File: config.mk
export PLATFORM = sky130hd
export DESIGN_NAME = sum_accum_32bit
export DESIGN_NICKNAME = d
export VERILOG_FILES = /design/src/rtl/sum_accum_32bit_pkg.sv /design/src/rtl/sum_accum_32bit_rca.sv /design/src/rtl/sum_accum_32bit.sv
export SDC_FILE = /design/constraint.sdc
export NUM_CORES = 1
export LEC_CHECK = 0
export BUFFER_PORTS_ARGS = -buffer_cell sky130_fd_sc_hd__buf_2
export CAP_MARGIN = 40
export CORE_MARGIN = 4
export CORE_UTILIZATION = 41
export CTS_CLUSTER_SIZE = 28
export DETAILED_ROUTE_END_ITERATION = 10
export HOLD_SLACK_MARGIN = 0.08
export PLACE_DENSITY = 0.66
export SYNTH_ARGS = -nofsm -noshare
export SYNTH_HDL_FRONTEND = slang
export SYNTH_SLANG_ARGS = --single-unit
File: constraint.sdc
create_clock -name clk -period 17 [get_ports clk]
set_clock_uncertainty 0.15 [all_clocks]
set_input_delay 0.85 -clock clk [delete_from_list [all_inputs] [get_ports clk]]
set_output_delay 0.85 -clock clk [all_outputs]
set_load 0.02 [all_outputs]
File: src/rtl/sum_accum_32bit_pkg.sv
// Shared constants for the burst accumulator: state encoding and datapath width.
package sum_accum_32bit_pkg;

  localparam int DATA_W = 32;

  typedef enum logic [1:0] {
    IDLE  = 2'd0,
    ACCUM = 2'd1,
    DONE  = 2'd2
  } state_t;

endpackage

File: src/rtl/sum_accum_32bit_rca.sv
// 32-bit ripple-carry adder without carry-in; one full-adder cell per bit.
import sum_accum_32bit_pkg::*;

module rca_32bit (
  input  logic [DATA_W-1:0] A,
  input  logic [DATA_W-1:0] B,
  output logic [DATA_W-1:0] Sout,
  output logic              Cout
);

  logic [DATA_W:0] c;

  assign c[0] = 1'b0;

  for (genvar i = 0; i < DATA_W; i++) begin : g_fa
    assign Sout[i]  = A[i] ^ B[i] ^ c[i];
    assign c[i + 1] = (A[i] & B[i]) | (c[i] & (A[i] ^ B[i]));
  end

  assign Cout = c[DATA_W];

endmodule

File: src/rtl/sum_accum_32bit.sv
// Burst accumulator: sums len words through rca_32bit and hands back the total
// with a sticky unsigned-overflow flag over a valid/ready result handshake.
//
// state | meaning
// IDLE  | waiting for start; result of last burst still on Sum/Carry
// ACCUM | accepting words, one per handshake, until remaining reaches zero
// DONE  | result valid, held until out_ready
import sum_accum_32bit_pkg::*;

module sum_accum_32bit #(
  parameter int COUNT_W = 8
) (
  input  logic               clk,
  input  logic               rst_n,
  input  logic               start,
  input  logic [COUNT_W-1:0] len,
  input  logic               in_valid,
  output logic               in_ready,
  input  logic [DATA_W-1:0]  in_data,
  output logic               out_valid,
  input  logic               out_ready,
  output logic [DATA_W-1:0]  Sum,
  output logic               Carry,
  output logic               busy
);

  state_t              state_q, state_d;
  logic [DATA_W-1:0]   acc_q;
  logic                carry_q;
  logic [COUNT_W-1:0]  rem_q;
  logic [DATA_W-1:0]   sout;
  logic                cout;
  logic                accept;

  rca_32bit u_rca (
    .A    (acc_q),
    .B    (in_data),
    .Sout (sout),
    .Cout (cout)
  );

  assign accept = (state_q == ACCUM) && in_valid;

  always_ff @(posedge clk or negedge rst_n) begin
    if (!rst_n) state_q <= IDLE;
    else        state_q <= state_d;
  end

  always_comb begin
    state_d = state_q;
    case (state_q)
      IDLE:    if (start) state_d = (len == '0) ? DONE : ACCUM;
      ACCUM:   if (in_valid && rem_q == COUNT_W'(1)) state_d = DONE;
      DONE:    if (out_ready) state_d = IDLE;
      default: state_d = IDLE;
    endcase
  end

  // Sum/Carry are only cleared by a new start so the last result survives IDLE.
  always_ff @(posedge clk or negedge rst_n) begin
    if (!rst_n) begin
      acc_q   <= '0;
      carry_q <= 1'b0;
      rem_q   <= '0;
    end else if (state_q == IDLE && start) begin
      acc_q   <= '0;
      carry_q <= 1'b0;
      rem_q   <= len;
    end else if (accept) begin
      acc_q   <= sout;
      carry_q <= carry_q | cout;
      rem_q   <= rem_q - COUNT_W'(1);
    end
  end

  assign in_ready  = (state_q == ACCUM);
  assign out_valid = (state_q == DONE);
  assign busy      = (state_q != IDLE);
  assign Sum       = acc_q;
  assign Carry     = carry_q;

endmodule

Yosys cells after proc, flatten, opt, wreduce, memory -nomap -nowiden
Index checks and enable logic that the tools add are counted.
{ "classes": {"add_sub_neg": 1, "n_eq_ne": 6, "muxes": 11, "bitwise": 158, "reduce_logical": 8} }
{ "op_table": {"columns": ["op", "count"], "rows": [
  ["two-way mux 32 bit", 2],
  ["bitwise AND 1 bit", 63],
  ["XOR 1 bit", 63],
  ["bitwise OR 1 bit", 32],
  ["two-way mux 8 bit", 2],
  ["== test 8 x 1 -> 1 bit, second input constant", 1],
  ["zero test 8 bit", 1],
  ["two-way mux 2 bit", 4],
  ["subtractor 8 x 1 -> 8 bit, second input constant", 1],
  ["one-hot mux 2 bit (3 select lines)", 1],
  ["!= test 2 x 1 -> 1 bit, second input constant", 2],
  ["nonzero test 2 bit", 2],
  ["logical AND 1 bit", 3],
  ["AND reduction 3 bit", 1],
  ["== test 2 x 1 -> 1 bit, second input constant", 1],
  ["== test 2 bit, second input constant", 1],
  ["zero test 2 bit", 1],
  ["two-way mux 1 bit", 2],
  ["!= test 2 bit, second input constant", 1]
]} }
{ "totals": {"register_bits": 43, "in_bits": 45, "output_inout_bits": 36} }

Longest topological paths before layout
{ "logic_depth": {"depth_word": 66, "depth_mapped": 38, "ltp_nobuf": 38} }

Hierarchy
From an unflattened synthesis, not the netlist that was laid out.
{ "hier_totals": {"hier_cells": 184, "hier_area_um2": 2442.3} }
{ "by_module_without_submodules": {"columns": ["module", "n_inst", "cells_each", "area_each_um2", "seq_area_each_um2"], "rows": [
  ["sum_accum_32bit", 1, 142, 1771.7, 1076.0],
  ["rca_32bit", 1, 42, 670.6, 0.0]
]} }

Worst setup path before layout
Ideal clock, no wire load.
{ "synth_timing": {"kind": "input to register", "startpoint": "input in_data[0]", "endpoint": "register acc_q[31], in the netlist Sum[31]", "setup_ps": 121, "t_arrival_ps": 12659, "setup_slack_ps": 4070, "cell_stages": 37, "path_cell_list": "ha_1 fa_1 inv_1 fa_1 fa_1 fa_1 fa_1 fa_1 fa_1 fa_1 fa_1 fa_1 fa_1 fa_1 fa_1 fa_1 fa_1 fa_1 fa_1 fa_1 fa_1 fa_1 fa_1 fa_1 fa_1 fa_1 fa_1 fa_1 fa_1 fa_1 inv_1 fa_1 inv_1 fa_1 inv_1 fa_1 a22o_1"} }
{ "synth_between": {"elab_chain_len": 64} }
{ "synth_lines": {"columns": ["element", "line_no", "text"], "rows": [
  ["start: declaration", "sum_accum_32bit.sv:19", "input logic [DATA_W-1:0] in_data,"],
  ["bitwise AND 1 bit (2 in a row)", "sum_accum_32bit_rca.sv:17", "assign c[i + 1] = (A[i] & B[i]) | (c[i] & (A[i] ^ B[i]));"],
  ["bitwise OR 1 bit", "sum_accum_32bit_rca.sv:17", null],
  ["bitwise AND 1 bit", "sum_accum_32bit_rca.sv:17", null],
  ["bitwise OR 1 bit", "sum_accum_32bit_rca.sv:17", null],
  ["bitwise AND 1 bit", "sum_accum_32bit_rca.sv:17", null],
  ["bitwise OR 1 bit", "sum_accum_32bit_rca.sv:17", null],
  ["bitwise AND 1 bit", "sum_accum_32bit_rca.sv:17", null],
  ["bitwise OR 1 bit", "sum_accum_32bit_rca.sv:17", null],
  ["(+47 left out)", null, null],
  ["bitwise OR 1 bit", "sum_accum_32bit_rca.sv:17", null],
  ["bitwise AND 1 bit", "sum_accum_32bit_rca.sv:17", null],
  ["bitwise OR 1 bit", "sum_accum_32bit_rca.sv:17", null],
  ["bitwise AND 1 bit", "sum_accum_32bit_rca.sv:17", null],
  ["bitwise OR 1 bit", "sum_accum_32bit_rca.sv:17", null],
  ["XOR 1 bit", "sum_accum_32bit_rca.sv:16", "assign Sout[i] = A[i] ^ B[i] ^ c[i];"],
  ["two-way mux 32 bit", "sum_accum_32bit.sv:69", "end else if (accept) begin"],
  ["two-way mux 32 bit", "sum_accum_32bit.sv:65", "end else if (state_q == IDLE && start) begin"],
  ["end signal: assignment", "sum_accum_32bit.sv:70", "acc_q <= sout;"],
  ["end: declaration", "sum_accum_32bit.sv:28", "logic [DATA_W-1:0] acc_q;"]
]} }
Every way passes these cells. The select of a mux whose other input is x is not followed.
A chain may end at the register's enable or synchronous reset.

Worst setup path after layout
Same ends and word-level chain as after synthesis.

==> results.md <==
- Die Wd: 88.51 µm
- Final WS setup: 3.773 ns
- Maximum fanout along the worst path: 1
- Post-CTS Resized: 0
- Setup CP Type: primary input to flip-flop
- Area Overhead vs Synth: 23.45%
- CP required: 17.04 ns
- Synth warnings: 0
- Hold_ws: 0.3657 ns
- Final nets: 393
- Final setup violation count: 0
- Area of the die: 7834 µm²
- Number of synthesized flops with an enable pin: 0
- Synthesized area: 2658 µm²
- Standard-cell row count: 29
- Tcrit/Tclk final: 77.81%
- Vias in the first global route: 1,969
- Post-synth top flop: dfrtp_1
- Clock transition at path regs: 0.08 ns
- Largest net degree at the start of global routing: 25
- Via-per-instance ratio: 4.967
- Leakage: 1.626 nW
- Fin area: 3281 µm²
- Final Hold Fails: 0
- First-pass GRT wire length: 9501 µm
- Top achievable clock speed: 75.60 MHz
- Total of fill cells in the finished design: 609
- Drt wl/cell: 14.29 µm
- Yosys reg bits: 43
- Async SR Flop Fraction: 100.0%
- Slew HR: 50.02%
- Root Driver: clkbuf_8
- Most frequent CP cell: fa_1
- Pins Over Slew Limit: 0
- Min-Delay Path Class: primary input to asynchronous set/reset pin
- Maximum VDD drop: 0.08498 mV
- Setup slack at placement: 3.451 ns
- Detailed Route WL: 5600 µm
- Vias: 1,947
- Result of the run: complete, no violations
- Register area share after synthesis: 40.49%
- Max-Cap Viols: 0
- Drt initial violations: 53
- Most frequent cells in the layout: buf_2, inv_1, dfrtp_1, fa_1, o2bb2ai_1
- Final HPWL from detailed placement: 4314 µm
- Total GRT Usage: 15.80%
- Placed instance count: 384
- IO Count: 81
- First drt pass iteration count: 4
- Startpoint Class: primary input
- Layout cells sized above 1: 31.75%
- Setup TNS Final: 0 ns
- RSZ-0062 raised after global routing: false
- Crit-path slowest cell: fa_1
- Fin crit period: 13.23 ns
- Gate Count Post-Synth: 232
- Bufs on Longest Clock Path: 2
- Max incr delay on CP: 0.42 ns
- Post-route ant nets: 0
- DIE HEIGHT: 88.51 µm
- Initial antenna violation count: 0
- Drt drc: 0
- Core Box Area: 6314 µm²
- Port bufs: 80
- DP Area: 3163 µm²
- Final GP Congestion: 0.6968
- Non-Filler Instances: 392
- Ant diodes: 0
- # hold bufs at CTS: 0
- Grt ovf: 0
- Pwr per Cell Area: 163.3 nW/µm²
- Htree depth: 2
- Syn_area_per_cell: 11.45 µm²
- CTS Buf Count: 5
- Crit end category: flip-flop
- CTS tree: done
- Most common cell after layout, fill and taps aside: buf_2
- Worst-Margin Slew: 0.7489 ns
- Starting Density: 42.09%
- Syn_nets: 311
- Netlist cell types: 35
- Clk_lat worst skew: 0.30 ns
- Setup repair bufs after CTS: 0
- Crit path arrival time: 13.27 ns
- CTS sink count: 43
- Core Util, Final: 51.96%
- Final Power: 535.6 µW
## report_power, final
| group | internal, mW | total (mW) | switching [mW] |
|---|---|---|---|
| registers | 0.143 | 0.181 | 0.0381 |
| clock network | 0.0476 | 0.0846 | 0.0370 |
| logic | 0.115 | 0.270 | 0.155 |
| total | 0.306 | 0.536 | 0.230 |
## worst max-delay path, delay by kind of cell
kind	cells	cell delay [ns]
buffers and inverters	5	0.34
AO/OA/AOI/OAI	1	0.21
adder cells (fa/ha/maj)	32	11.87
## per-layer routing
layer  track usage [%]  share of wire (%)  vias up
met1             22.49                 44      963
met5                 0                  0        -
li1                  -                  -      923
met2             23.59                 47       54
met3             4.655                7.8        7
met4             4.533                1.3        0
## synthesized netlist by cell type (2+ instances only)
master     count  share of area [%]
inv_1         63                8.9
dfrtp_1       43                 40
fa_1          31                 23
o2bb2ai_1     28                9.2
buf_2          6                1.1
a221o_1        4                1.5
a22o_1         4                1.3
nor2_1         4               0.56
nor4_1         4               0.94
a21oi_1        3               0.56
clkbuf_1       3               0.42
ha_1           3                1.4
mux2i_1        3                1.1
nand2_1        3               0.42
nor3_1         3               0.56
o311ai_0       3               0.99
nand3b_1       2               0.56
nor2b_1        2               0.47
nor3b_1        2               0.56
or3_1          2               0.47
or4_4          2               0.85
## logic make-up (layout without fill, tap and decap cells)
logic type	count (synthesis)	in the layout	share of synthesized area, %
AOI/OAI and AO/OA	47	47	15.30
adders and majority gates	34	34	24.76
buffers and inverters	72	155	10.45
DFF	43	43	40.49
muxes	3	3	1.130
and+or+nand+nor	33	33	7.862
## final timing paths
| path | slack (ns) | cells after the start | from | end |
|---|---|---|---|---|
| worst max-delay path | 3.77 | 38 | in_data[0] | Sum[31] |
| worst min-delay path | 0.37 | 1 | rst_n | rem_q[4] |
| worst max register to register | 4.00 | 37 | Sum[0] | Sum[31] |
| worst min register to register | 0.37 | 1 | Sum[27] | Sum[27] |
| max in group asynchronous | 15.85 | 2 | rst_n | Sum[15] |
| min in group clk | 0.37 | 1 | Sum[27] | Sum[27] |
## sequential cells by signal, indices dropped and copies added (netlist names)
signal	cells
Carry	1
Sum	32
rem_q	8
state_q	2
## layout make-up
type	instances	area (µm²)	area share, %
clock inverters	2	35.03	1.068
flip-flops and latches	43	1076	32.80
multi-input cells	117	1304	39.74
well taps	77	96.34	2.937
clock buffers	6	82.58	2.517
inverters	63	236.5	7.208
repair buffers	84	450.4	13.73
No activity file was read; power rests on OpenSTA's default activity.
